<file path="config.mk">
export PLATFORM = sky130hd
export DESIGN_NAME = hs_rsp_sched
export DESIGN_NICKNAME = d
export VERILOG_FILES = /design/src/rtl/hs_rsp_pkg.sv /design/src/rtl/hs_rsp_fifo.sv /design/src/rtl/hs_rsp_sched.sv
export SDC_FILE = /design/constraint.sdc
export NUM_CORES = 1
export LEC_CHECK = 0
export CORE_AREA = 2 2 83 85
export DETAILED_ROUTE_END_ITERATION = 12
export DIE_AREA = 0 0 85 87
export DONT_BUFFER_PORTS = 1
export PLACE_DENSITY = 0.8
export SYNTH_ARGS = -nofsm -noshare
export SYNTH_HDL_FRONTEND = slang
export SYNTH_SLANG_ARGS = --single-unit
</file>
<file path="constraint.sdc">
create_clock -name sys_clk -period 8.6 [get_ports sys_clk]
set_clock_uncertainty 0.1 [all_clocks]
set_input_delay 1.72 -clock sys_clk [delete_from_list [all_inputs] [get_ports sys_clk]]
set_output_delay 1.72 -clock sys_clk [all_outputs]
set_load 0.005 [all_outputs]
</file>
<file path="src/rtl/hs_rsp_pkg.sv">
// Shared types and constants for the host-side completion scheduler.
//   RSP_ID_W    : width of a command slot tag.
//   RSP_ENT_W   : width of one queued completion ({sts, id}).
//   rsp_state_e : output handshake FSM encoding.
//   rsp_entry_t : packed completion entry.
package hs_rsp_pkg;

    localparam int RSP_ID_W  = 5;
    localparam int RSP_ENT_W = RSP_ID_W + 1;

    typedef enum logic [1:0] {
        IDLE = 2'd0,
        REQ  = 2'd1,
        GAP  = 2'd2
    } rsp_state_e;

    typedef struct packed {
        logic                sts;
        logic [RSP_ID_W-1:0] id;
    } rsp_entry_t;

    function automatic rsp_entry_t make_entry(input logic sts, input logic [RSP_ID_W-1:0] id);
        rsp_entry_t e;
        e.sts = sts;
        e.id  = id;
        return e;
    endfunction

endpackage

</file>
<file path="src/rtl/hs_rsp_fifo.sv">
// Synchronous FIFO holding queued completions.
//   clk_i, rst_ni : clock, asynchronous active-low reset
//   push_i/wdata_i: write one entry (ignored when full)
//   pop_i/rdata_o : read head (rdata_o shows the head combinationally; pop ignored when empty)
//   full_o/empty_o/count_o : occupancy status
// DEPTH must be a power of two so the pointers wrap by natural overflow.
module hs_rsp_fifo
    import hs_rsp_pkg::*;
#(
    parameter int DEPTH = 8
) (
    input  logic                   clk_i,
    input  logic                   rst_ni,
    input  logic                   push_i,
    input  logic [RSP_ENT_W-1:0]   wdata_i,
    input  logic                   pop_i,
    output logic [RSP_ENT_W-1:0]   rdata_o,
    output logic                   full_o,
    output logic                   empty_o,
    output logic [$clog2(DEPTH):0] count_o
);

    localparam int AW = $clog2(DEPTH);

    logic [RSP_ENT_W-1:0] mem_q [DEPTH];
    logic [AW-1:0]        wr_ptr_q, wr_ptr_d;
    logic [AW-1:0]        rd_ptr_q, rd_ptr_d;
    logic [AW:0]          cnt_q, cnt_d;
    logic                 do_push, do_pop;

    assign full_o  = (cnt_q == (AW+1)'(DEPTH));
    assign empty_o = (cnt_q == '0);
    assign do_push = push_i & ~full_o;
    assign do_pop  = pop_i & ~empty_o;
    assign rdata_o = mem_q[rd_ptr_q];
    assign count_o = cnt_q;

    always_comb begin
        wr_ptr_d = wr_ptr_q;
        rd_ptr_d = rd_ptr_q;
        cnt_d    = cnt_q;
        if (do_push) wr_ptr_d = wr_ptr_q + 1'b1;
        if (do_pop)  rd_ptr_d = rd_ptr_q + 1'b1;
        case ({do_push, do_pop})
            2'b10:   cnt_d = cnt_q + 1'b1;
            2'b01:   cnt_d = cnt_q - 1'b1;
            default: cnt_d = cnt_q;
        endcase
    end

    always_ff @(posedge clk_i or negedge rst_ni) begin
        if (!rst_ni) begin
            wr_ptr_q <= '0;
            rd_ptr_q <= '0;
            cnt_q    <= '0;
        end else begin
            wr_ptr_q <= wr_ptr_d;
            rd_ptr_q <= rd_ptr_d;
            cnt_q    <= cnt_d;
        end
    end

    // Storage needs no reset: an entry is only read after it has been written.
    always_ff @(posedge clk_i) begin
        if (do_push) mem_q[wr_ptr_q] <= wdata_i;
    end

endmodule

</file>
<file path="src/rtl/hs_rsp_sched.sv">
// Completion scheduler: round-robin collects completions from NREQ engines into
// a FIFO and presents them one at a time on the RspReq/RspAck channel.
//   sys_clk, sys_rst_n         : clock, asynchronous active-low reset
//   req_vld/req_id/req_sts     : per-requester completion (id bits [5i+4:5i])
//   req_rdy                    : one-hot combinational grant
//   RspReq/RspId/RspSts/RspAck : host response handshake (registered outputs)
//   fifo_cnt, busy             : queued entries (excluding presented one), activity
// Optional feature macro HS_RSP_DUP_CHK_EN: pending-tag bitmap that holds off a
// requester whose tag is still queued or presented.
//
// Handshakes: a completion transfers on a clock edge where req_vld[i] & req_rdy[i];
// req_vld must not depend on req_rdy. A response is offered while RspReq is high
// with RspId/RspSts stable; the first edge sampling RspAck high consumes it, after
// which RspReq stays low for one full cycle before the next response.
module hs_rsp_sched
    import hs_rsp_pkg::*;
#(
    parameter int NREQ       = 4,
    parameter int FIFO_DEPTH = 8
) (
    input  logic                        sys_clk,
    input  logic                        sys_rst_n,
    input  logic [NREQ-1:0]             req_vld,
    input  logic [5*NREQ-1:0]           req_id,
    input  logic [NREQ-1:0]             req_sts,
    output logic [NREQ-1:0]             req_rdy,
    output logic                        RspReq,
    output logic [4:0]                  RspId,
    output logic                        RspSts,
    input  logic                        RspAck,
    output logic [$clog2(FIFO_DEPTH):0] fifo_cnt,
    output logic                        busy
);

    localparam int PW = $clog2(NREQ);

    rsp_state_e           state_q, state_d;
    logic                 rsp_req_q, rsp_req_d;
    rsp_entry_t           rsp_ent_q, rsp_ent_d;
    logic [PW-1:0]        rr_q, rr_d;
    logic [NREQ-1:0]      elig;
    logic                 push, pop, ack_take;
    rsp_entry_t           push_ent;
    logic [RSP_ENT_W-1:0] fifo_rdata;
    logic                 fifo_full, fifo_empty;
    logic [PW:0]          arb_sum;
    logic [PW-1:0]        arb_idx;

`ifdef HS_RSP_DUP_CHK_EN
    logic [(1<<RSP_ID_W)-1:0] pend_q, pend_d;
`endif

    // Eligibility: a full FIFO blocks every push, even if a pop happens this cycle.
    always_comb begin
        elig = '0;
        for (int i = 0; i < NREQ; i++) begin
            elig[i] = req_vld[i] & ~fifo_full;
`ifdef HS_RSP_DUP_CHK_EN
            elig[i] = elig[i] & ~pend_q[req_id[RSP_ID_W*i +: RSP_ID_W]];
`endif
        end
    end

    // Round-robin: scan from rr_q upward with wrap; first eligible wins.
    always_comb begin
        req_rdy  = '0;
        rr_d     = rr_q;
        push     = 1'b0;
        push_ent = '0;
        arb_sum  = '0;
        arb_idx  = '0;
        for (int k = 0; k < NREQ; k++) begin
            arb_sum = {1'b0, rr_q} + (PW+1)'(k);
            if (arb_sum >= (PW+1)'(NREQ)) arb_sum = arb_sum - (PW+1)'(NREQ);
            arb_idx = arb_sum[PW-1:0];
            if (!push && elig[arb_idx]) begin
                push             = 1'b1;
                req_rdy[arb_idx] = 1'b1;
                push_ent         = make_entry(req_sts[arb_idx],
                                              req_id[RSP_ID_W*arb_idx +: RSP_ID_W]);
                rr_d             = (arb_idx == PW'(NREQ-1)) ? '0 : arb_idx + 1'b1;
            end
        end
    end

    hs_rsp_fifo #(
        .DEPTH (FIFO_DEPTH)
    ) u_fifo (
        .clk_i   (sys_clk),
        .rst_ni  (sys_rst_n),
        .push_i  (push),
        .wdata_i (push_ent),
        .pop_i   (pop),
        .rdata_o (fifo_rdata),
        .full_o  (fifo_full),
        .empty_o (fifo_empty),
        .count_o (fifo_cnt)
    );

    // Output FSM. RspAck outside REQ has no effect, so a long ack consumes one entry.
    always_comb begin
        state_d   = state_q;
        rsp_req_d = rsp_req_q;
        rsp_ent_d = rsp_ent_q;
        pop       = 1'b0;
        ack_take  = 1'b0;
        case (state_q)
            IDLE: begin
                if (!fifo_empty) begin
                    pop       = 1'b1;
                    rsp_ent_d = fifo_rdata;
                    rsp_req_d = 1'b1;
                    state_d   = REQ;
                end
            end
            REQ: begin
                if (RspAck) begin
                    ack_take  = 1'b1;
                    rsp_req_d = 1'b0;
                    state_d   = GAP;
                end
            end
            GAP:     state_d = IDLE;
            default: state_d = IDLE;
        endcase
    end

`ifdef HS_RSP_DUP_CHK_EN
    // Tag is pending from its push until the host acks it.
    always_comb begin
        pend_d = pend_q;
        if (ack_take) pend_d[rsp_ent_q.id] = 1'b0;
        if (push)     pend_d[push_ent.id]  = 1'b1;
    end

    always_ff @(posedge sys_clk or negedge sys_rst_n) begin
        if (!sys_rst_n) pend_q <= '0;
        else            pend_q <= pend_d;
    end
`endif

    always_ff @(posedge sys_clk or negedge sys_rst_n) begin
        if (!sys_rst_n) begin
            state_q   <= IDLE;
            rsp_req_q <= 1'b0;
            rsp_ent_q <= '0;
            rr_q      <= '0;
        end else begin
            state_q   <= state_d;
            rsp_req_q <= rsp_req_d;
            rsp_ent_q <= rsp_ent_d;
            rr_q      <= rr_d;
        end
    end

    assign RspReq = rsp_req_q;
    assign RspId  = rsp_ent_q.id;
    assign RspSts = rsp_ent_q.sts;
    assign busy   = rsp_req_q | (fifo_cnt != '0);

endmodule
</file>
# Word level (Yosys, flattened, before mapping)
# Memories as Yosys holds them, arrays and structs flattened. A register that Yosys moved wholly into a read port is not among the register bits.
# Cells that the tools add are included.
[totals]
ramBits = 48
regBits = 15
memories = 1
elab_cells = 143
inputBits = 31
output_inout_bits = 16
[classes]
n_bitwise = 12
shift = 4
n_eq_ne = 10
addsub = 15
muxes = 59
n_reduce_logical = 20
n_lt_le_gt_ge = 12
n_mul = 4
[memory_table]
columns = ["name", "words", "width", "read_ports", "rd_clocked_by_memory_dff", "wr", "line_no", "source"]
rows = [
  ["u_fifo.mem_q", 8, 6, 1, 1, 1, "hs_rsp_fifo.sv:25", "logic [RSP_ENT_W-1:0] mem_q [DEPTH];"],
]
[op_table]
columns = ["op", "n"]
rows = [
  ["20-bit by 6-bit indexed part select with 5-bit output", 4],
  ["2-bit two-way mux", 14],
  ["6-bit two-way mux", 4],
  ["1-bit two-way mux", 22],
  ["3-bit by 2-bit multiplier with 5-bit output, first input constant", 4],
  ["1-bit binary-select mux with 2-bit select", 8],
  ["4-bit two-way mux", 4],
  ["2-bit by 3-bit < comparator with 1-bit output, second input constant", 4],
  ["4-bit bitwise OR", 3],
  ["2-bit == test, second input constant", 5],
  ["3-bit >= comparator, second input constant", 3],
  ["2-bit by 1-bit adder with 2-bit output, second input constant", 4],
  ["1-bit demux with 2-bit select", 4],
  ["2-bit by 1-bit >= comparator with 1-bit output, second input constant", 4],
  ["4-bit one-hot mux with 2 select lines", 1],
  ["4-bit nonzero test", 2],
  ["2-bit by 1-bit subtractor with 2-bit output, second input constant", 4],
  ["1-bit logical AND", 7],
  ["2-bit by 2-bit adder with 3-bit output, second input constant", 2],
  ["3-bit by 1-bit adder with 3-bit output, second input constant", 2],
  ["1-bit bitwise AND", 6],
  ["4-bit by 1-bit adder with 4-bit output, second input constant", 1],
  ["2-bit by 1-bit == test with 1-bit output, second input constant", 2],
  ["4-bit == test, second input constant", 1],
  ["other kinds (14)", 21],
]

# Longest topological paths before layout
[depth]
word_depth = 18
depth_mapped = 15
depth_no_buf = 11

# Modules after synthesis
# A second synthesis with hierarchy kept.
[unflattened]
cells_unflattened = 286
area_unflattened_um2 = 4171.5
[by_module_without_submodules]
columns = ["mod", "n_inst", "cells_each", "area_each_um2", "seq_area_each_um2"]
rows = [
  ["hs_rsp_fifo", 1, 136, 2501.1, 1691.6],
  ["hs_rsp_sched", 1, 150, 1670.4, 275.3],
]

# Worst setup path before layout
# Ideal clock, no wire load.
[synth_timing]
kind = "input to output"
startpoint = "input port req_vld[1]"
endpoint = "output port req_rdy[1]"
required_ns = 6.780
path_buffers = 1
arrival_time_ns = 2.903
slack_ns = 3.877
path_stages = 5
path_cell_list = "mux4_2 > nor2b_1 > buf_6 > a221oi_1 > o21ai_0"
[synth_via]
elab_chain_len = 13
elab_cells_between_ends = 25
classes_between = "mux (15); bitwise (4); reduce/logical (6)"
[synth_rtl]
columns = ["item", "line_no", "source"]
rows = [
  ["from (decl)", "hs_rsp_sched.sv:23", "input logic [NREQ-1:0] req_vld,"],
  ["1-bit bitwise AND *", "hs_rsp_sched.sv:57", "elig[i] = req_vld[i] & ~fifo_full;"],
  ["1-bit binary-select mux with 2-bit select", "hs_rsp_sched.sv:76", "if (!push && elig[arb_idx]) begin"],
  ["1-bit two-way mux (implied by the code)", "hs_rsp_sched.sv:76", ""],
  ["1-bit two-way mux", "hs_rsp_sched.sv:76", ""],
  ["1-bit logical NOT", "hs_rsp_sched.sv:76", ""],
  ["1-bit logical AND", "hs_rsp_sched.sv:76", ""],
  ["1-bit two-way mux", "hs_rsp_sched.sv:76", ""],
  ["1-bit logical NOT", "hs_rsp_sched.sv:76", ""],
  ["1-bit logical AND", "hs_rsp_sched.sv:76", ""],
  ["1-bit two-way mux", "hs_rsp_sched.sv:76", ""],
  ["1-bit logical NOT", "hs_rsp_sched.sv:76", ""],
  ["1-bit logical AND", "hs_rsp_sched.sv:76", ""],
  ["4-bit two-way mux *", "hs_rsp_sched.sv:76", ""],
  ["to (decl)", "hs_rsp_sched.sv:26", "output logic [NREQ-1:0] req_rdy,"],
]
# Mark *: on every way between the ends. The rest lies on a longest branch, timed or not. The select of a mux whose other input is x is not followed.

# Worst setup path after layout
[layout_timing]
startpoint = "register rr_q[0]"
endpoint = "output port req_rdy[0]"
[layout_via]
elab_chain_len = 14
elab_cells_between_ends = 59
classes_between = "add/sub (7); order compare (12); mux (27); bitwise (3); reduce/logical (10)"
[layout_rtl]
columns = ["item", "line_no", "source"]
rows = [
  ["from (decl)", "hs_rsp_sched.sv:40", "logic [PW-1:0] rr_q, rr_d;"],
  ["from (signal assigned)", "hs_rsp_sched.sv:152", "rr_q <= rr_d;"],
  ["branches (longest 13 deep; another with 2-bit by 1-bit adder with 3-bit output)", "--", ""],
  ["4-bit two-way mux *", "hs_rsp_sched.sv:76", ""],
]
# Every way passes the cells marked *. The select of a mux whose other input is x is not followed.

==> results summary <==
Dividing the detail-routed via count by the number of cells gives 6.606. For this design, the slowest cell found on the critical path is sky130_fd_sc_hd__dfrtp_2. Counting the buffers created by CTS gives 9. The maximum number of pins on one net before global-route repair is 39. Dividing the detail-routed wire length by the instance count gives 19.41 um.

The clock period minus final worst setup slack came out at 6137 ps. The number of synthesized register bits is 69. In this run the remaining antenna-violating nets after routing total 0.

The number of max-slew violations in the final report was 0. The number of distinct library cells after synthesis came out at 40. The leakage power total came out at 1.473 nW. The worst setup path is of the register to primary output kind.

The wire length of the first global-routing pass came out at 11690 um. For the worst setup path, the data required time is 6780 ps. In this run the tightest slew margin relative to its limit is 0.3579.

The placed cell area came out at 3961 um2. The sum of overflow across all layers after global routing is 0. The power dissipated by switching net loads is 0.6835 mW. The netlist area before placement came out at 3960 um2.

The most used flip-flop cell after synthesis is sky130_fd_sc_hd__edfxtp_1. The proportion of power drawn by combinational gates came out at 0.464. The post-layout instance area is 4133 um2. The data arrival time of the critical path is 4320 ps. The number of warnings reported in the yosys synthesis log is 0. Walking the worst path, the cells encountered are inv_1 -> ha_1 -> mux4_2 -> nor2b_1 -> a221oi_1 -> o21ai_0.

Of all cell types, the one taking the most synthesized area is sky130_fd_sc_hd__edfxtp_1. For this run, design rule violations remaining after detail routing come to 0. STA classifies the critical path startpoint as a register. The deepest clock path buffer count came out at 2. Cell internal power was estimated by the tool at 1.137 mW.

The library cells used most frequently in the layout, excluding fill and tap cells, are sky130_fd_sc_hd__edfxtp_1, sky130_fd_sc_hd__mux4_2, sky130_fd_sc_hd__dfrtp_1, sky130_fd_sc_hd__nand2_1, sky130_fd_sc_hd__nor2_1. The number of nets in the final layout is 310. After clock tree synthesis, the flow added hold-fix buffers numbering 0. The worst hold path belongs to the class register to register. The initial antenna violation count is 0. The number of gates resized after CTS was 0. The setup TNS after final layout is 0 ps.

Routability-driven placement finished with a final weighted congestion of 0.8670. TritonCTS built the clock tree. The number of search-and-repair iterations in the first detailed-routing pass is 4. Of the available clock period, the critical path in the final layout requires 0.7136. The core area is 6569 um2. The peak supply drop came out at 0.0002822 V. The worst setup path is captured at a primary output. The first routing iteration left 177 violations. Relative to the synthesized area, the layout overhead comes to 4.360%. The number of antenna diodes came out at 0. Of the post-synthesis cell area, the dominant cell type holds 0.3640. The maximum net fanout on the critical path came out at 38. Of the total power, the share spent switching nets is 0.3755. Derived from the worst setup path, the maximum achievable clock frequency is 0.1629 GHz.

The number of global-route vias before repair came out at 2390. The post-synthesis simple-gate area fraction came out at 0.07204. The sequential group share of total power is 0.411. The slew at the pin closest to its max-slew limit is 955.8 ps.

The HPWL after detailed placement came out at 4919 um. The mux share of post-synthesis cell area is 0.2597. Fill cells in the final layout number 492. The sequential-to-total area share from yosys stat came out at 0.4967. The total power divided by cell area is 440.5 nW/um2. The instance count of the mapped netlist is 279. The clock tree root driver cell is sky130_fd_sc_hd__clkbuf_8. The top cell family by delay on the critical path is flip-flops. Once the clock tree was built, the setup fixing pass inserted 0 buffers. The number of flops mapped to enable cells by yosys came out at 48. The proportion of power drawn by the clock network came out at 0.125. The horizontal die dimension came out at 85 um. The initial standard-cell utilization of the core came out at 0.6029.

The number of hold violations in the final report is 0. Input and output buffers added on the ports amount to 0. The overall track demand over capacity in global routing came out at 0.2047.

The CTS sink count came out at 69. Yosys attributes the largest share of cell area to sky130_fd_sc_hd__edfxtp_1, sky130_fd_sc_hd__mux4_2, sky130_fd_sc_hd__dfrtp_1. After synthesis, the largest family of logic cells by area is multiplexers. The area fraction in compound gates after synthesis was 0.09036. The post-synthesis net count is 319.

In this run the vertical extent of the chip is 87 um. The fraction of layout cells with a size suffix above 1 came out at 0.2182. The clock network latency to the later pin of the worst-skew pair came out at 340 ps. Setup violations remaining at the end of the flow were counted as 0.

The clock-pin transition on the worst setup and hold timing paths came out at 70 ps. The via count of the routed design is 2345. The xor and xnor area share after synthesis came out at 0.01991.

The number of top-level pins is 47. Setup repair after global routing left no endpoint under its margin. The count of standard-cell rows came out at 30. The library cell used most frequently in the layout, excluding fill and tap cells, is sky130_fd_sc_hd__edfxtp_1. The die outline area came out at 7395 um2. After synthesis, the share of flip-flops with an asynchronous set or reset is 0.3043. The number of maximum-capacitance constraint violations is 0. The flow ran to the end, and the final reports show no timing, DRC or antenna violations. The arithmetic-cell share of the synthesized area counting full adders, half adders and majority gates is 0.02844.

The mean post-synth cell area is 14.19 um2. The routed design has 6891 um of wire. The peak per-stage delay on the critical path came out at 960 ps. The number of buffer and inverter instances along the worst setup path is 1. The total number of H-tree levels is 3.
worst register-to-register path, stage by stage, from the launching register on:
cell and delay, ps:
sky130_fd_sc_hd__dfrtp_2 960, sky130_fd_sc_hd__inv_1 250, sky130_fd_sc_hd__ha_1 870, sky130_fd_sc_hd__mux4_2 770
sky130_fd_sc_hd__o41ai_4 640, sky130_fd_sc_hd__ha_1 360, sky130_fd_sc_hd__xor2_1 100, sky130_fd_sc_hd__ha_1 190
sky130_fd_sc_hd__a21oi_1 140, sky130_fd_sc_hd__xor2_1 160, sky130_fd_sc_hd__nor2_1 60, sky130_fd_sc_hd__xor2_1 140
through the flow:
step | utilization | hold WS, ps | cells | total power, mW | setup WS, ps
after floorplan | - | 312.7 | 279 | 1.453 | 3877
after global placement | 0.6030 | 336.9 | 339 | 1.562 | 2919
after detailed placement | 0.6030 | 345.2 | 339 | 1.604 | 2809
after CTS | 0.6291 | 354.9 | 355 | 1.833 | 2430
after global routing | 0.6291 | 405.6 | 355 | 1.972 | 1918
final | 0.6291 | 358.0 | 355 | 1.820 | 2463
power by group through the flow:
stage | Clock (mW) | Sequential, mW | Combinational [mW]
final | 0.227 | 0.749 | 0.844
after global routing | 0.246 | 0.780 | 0.947
after CTS | 0.235 | 0.754 | 0.845
after detailed placement | 0 | 0.761 | 0.843
after global placement | 0 | 0.748 | 0.813
after floorplan | 0 | 0.652 | 0.800
final cells by class:
| class | instances | area [um2] | share of cell area |
|---|---|---|---|
| Sequential cell | 69 | 1968 | 0.4762 |
| Multi-Input combinational cell | 182 | 1863 | 0.4508 |
| Clock buffer | 15 | 166.4 | 0.04027 |
| Tap cell | 80 | 100.1 | 0.02422 |
| Inverter | 8 | 30.03 | 0.007266 |
| Clock inverter | 1 | 5.005 | 0.001211 |
flip-flops by register name (all words and copies together) (netlist names):
signal           cells
RspReq               1
u_fifo.wr_ptr_q      3
rr_q                 2
RspId                5
RspSts               1
u_fifo.count_o       4
state_q              2
u_fifo.rd_ptr_q      3
u_fifo.mem_q        48
cells by family (layout without fill, tap and decap cells):
family | count (synthesis) | count (layout)
xor gates and xnor gates | 9 | 9
AOI/OAI and AO/OA | 50 | 50
buffers and inverters | 28 | 24
DFF | 69 | 69
adders and majority gates | 9 | 9
and+or+nand+nor | 62 | 62
muxes | 52 | 52
synthesized netlist by cell type, types with 2 or more instances:
library cell	count
sky130_fd_sc_hd__a22o_1	5
sky130_fd_sc_hd__nand2_1	20
sky130_fd_sc_hd__nor2_1	20
sky130_fd_sc_hd__buf_6	2
sky130_fd_sc_hd__nor2b_1	5
sky130_fd_sc_hd__ha_1	9
sky130_fd_sc_hd__mux2_2	2
sky130_fd_sc_hd__buf_2	5
sky130_fd_sc_hd__mux2i_1	9
sky130_fd_sc_hd__nand2b_1	4
sky130_fd_sc_hd__mux4_2	40
sky130_fd_sc_hd__nor4_1	2
sky130_fd_sc_hd__inv_1	8
sky130_fd_sc_hd__a211oi_1	2
sky130_fd_sc_hd__a221oi_1	9
sky130_fd_sc_hd__edfxtp_1	48
sky130_fd_sc_hd__xor2_1	4
sky130_fd_sc_hd__clkbuf_1	9
sky130_fd_sc_hd__dfrtp_1	21
sky130_fd_sc_hd__o21ai_0	19
sky130_fd_sc_hd__nor3_1	5
sky130_fd_sc_hd__buf_1	3
sky130_fd_sc_hd__a21oi_1	6
sky130_fd_sc_hd__xnor2_1	5
sky130_fd_sc_hd__a31oi_1	2
final timing paths:
kind,startpoint,endpoint,slack [ps],cells past startpoint
worst max-delay path,rr_q[0]$_DFFE_PN0P_,req_rdy[0],2460,6
worst min-delay path,state_q[1]$_DFFE_PN0P_,state_q[0]$_DFFE_PN0P_,360,1
worst max register to register,rr_q[0]$_DFFE_PN0P_,u_fifo.count_o[2]$_DFFE_PN0P_,3740,11
worst min register to register,state_q[1]$_DFFE_PN0P_,state_q[0]$_DFFE_PN0P_,360,1
max in group asynchronous,sys_rst_n,rr_q[0]$_DFFE_PN0P_,7350,0
min in group asynchronous,sys_rst_n,state_q[1]$_DFFE_PN0P_,970,0
layer usage:
layer	vias up	global-route usage	share of wire
met4	0	0.06494	0.014
li1	1087	-	-
met1	1154	0.2733	0.40
met5	-	0	0
met2	92	0.3224	0.51
met3	12	0.06825	0.075
No activity file was read; power rests on OpenSTA's default activity.
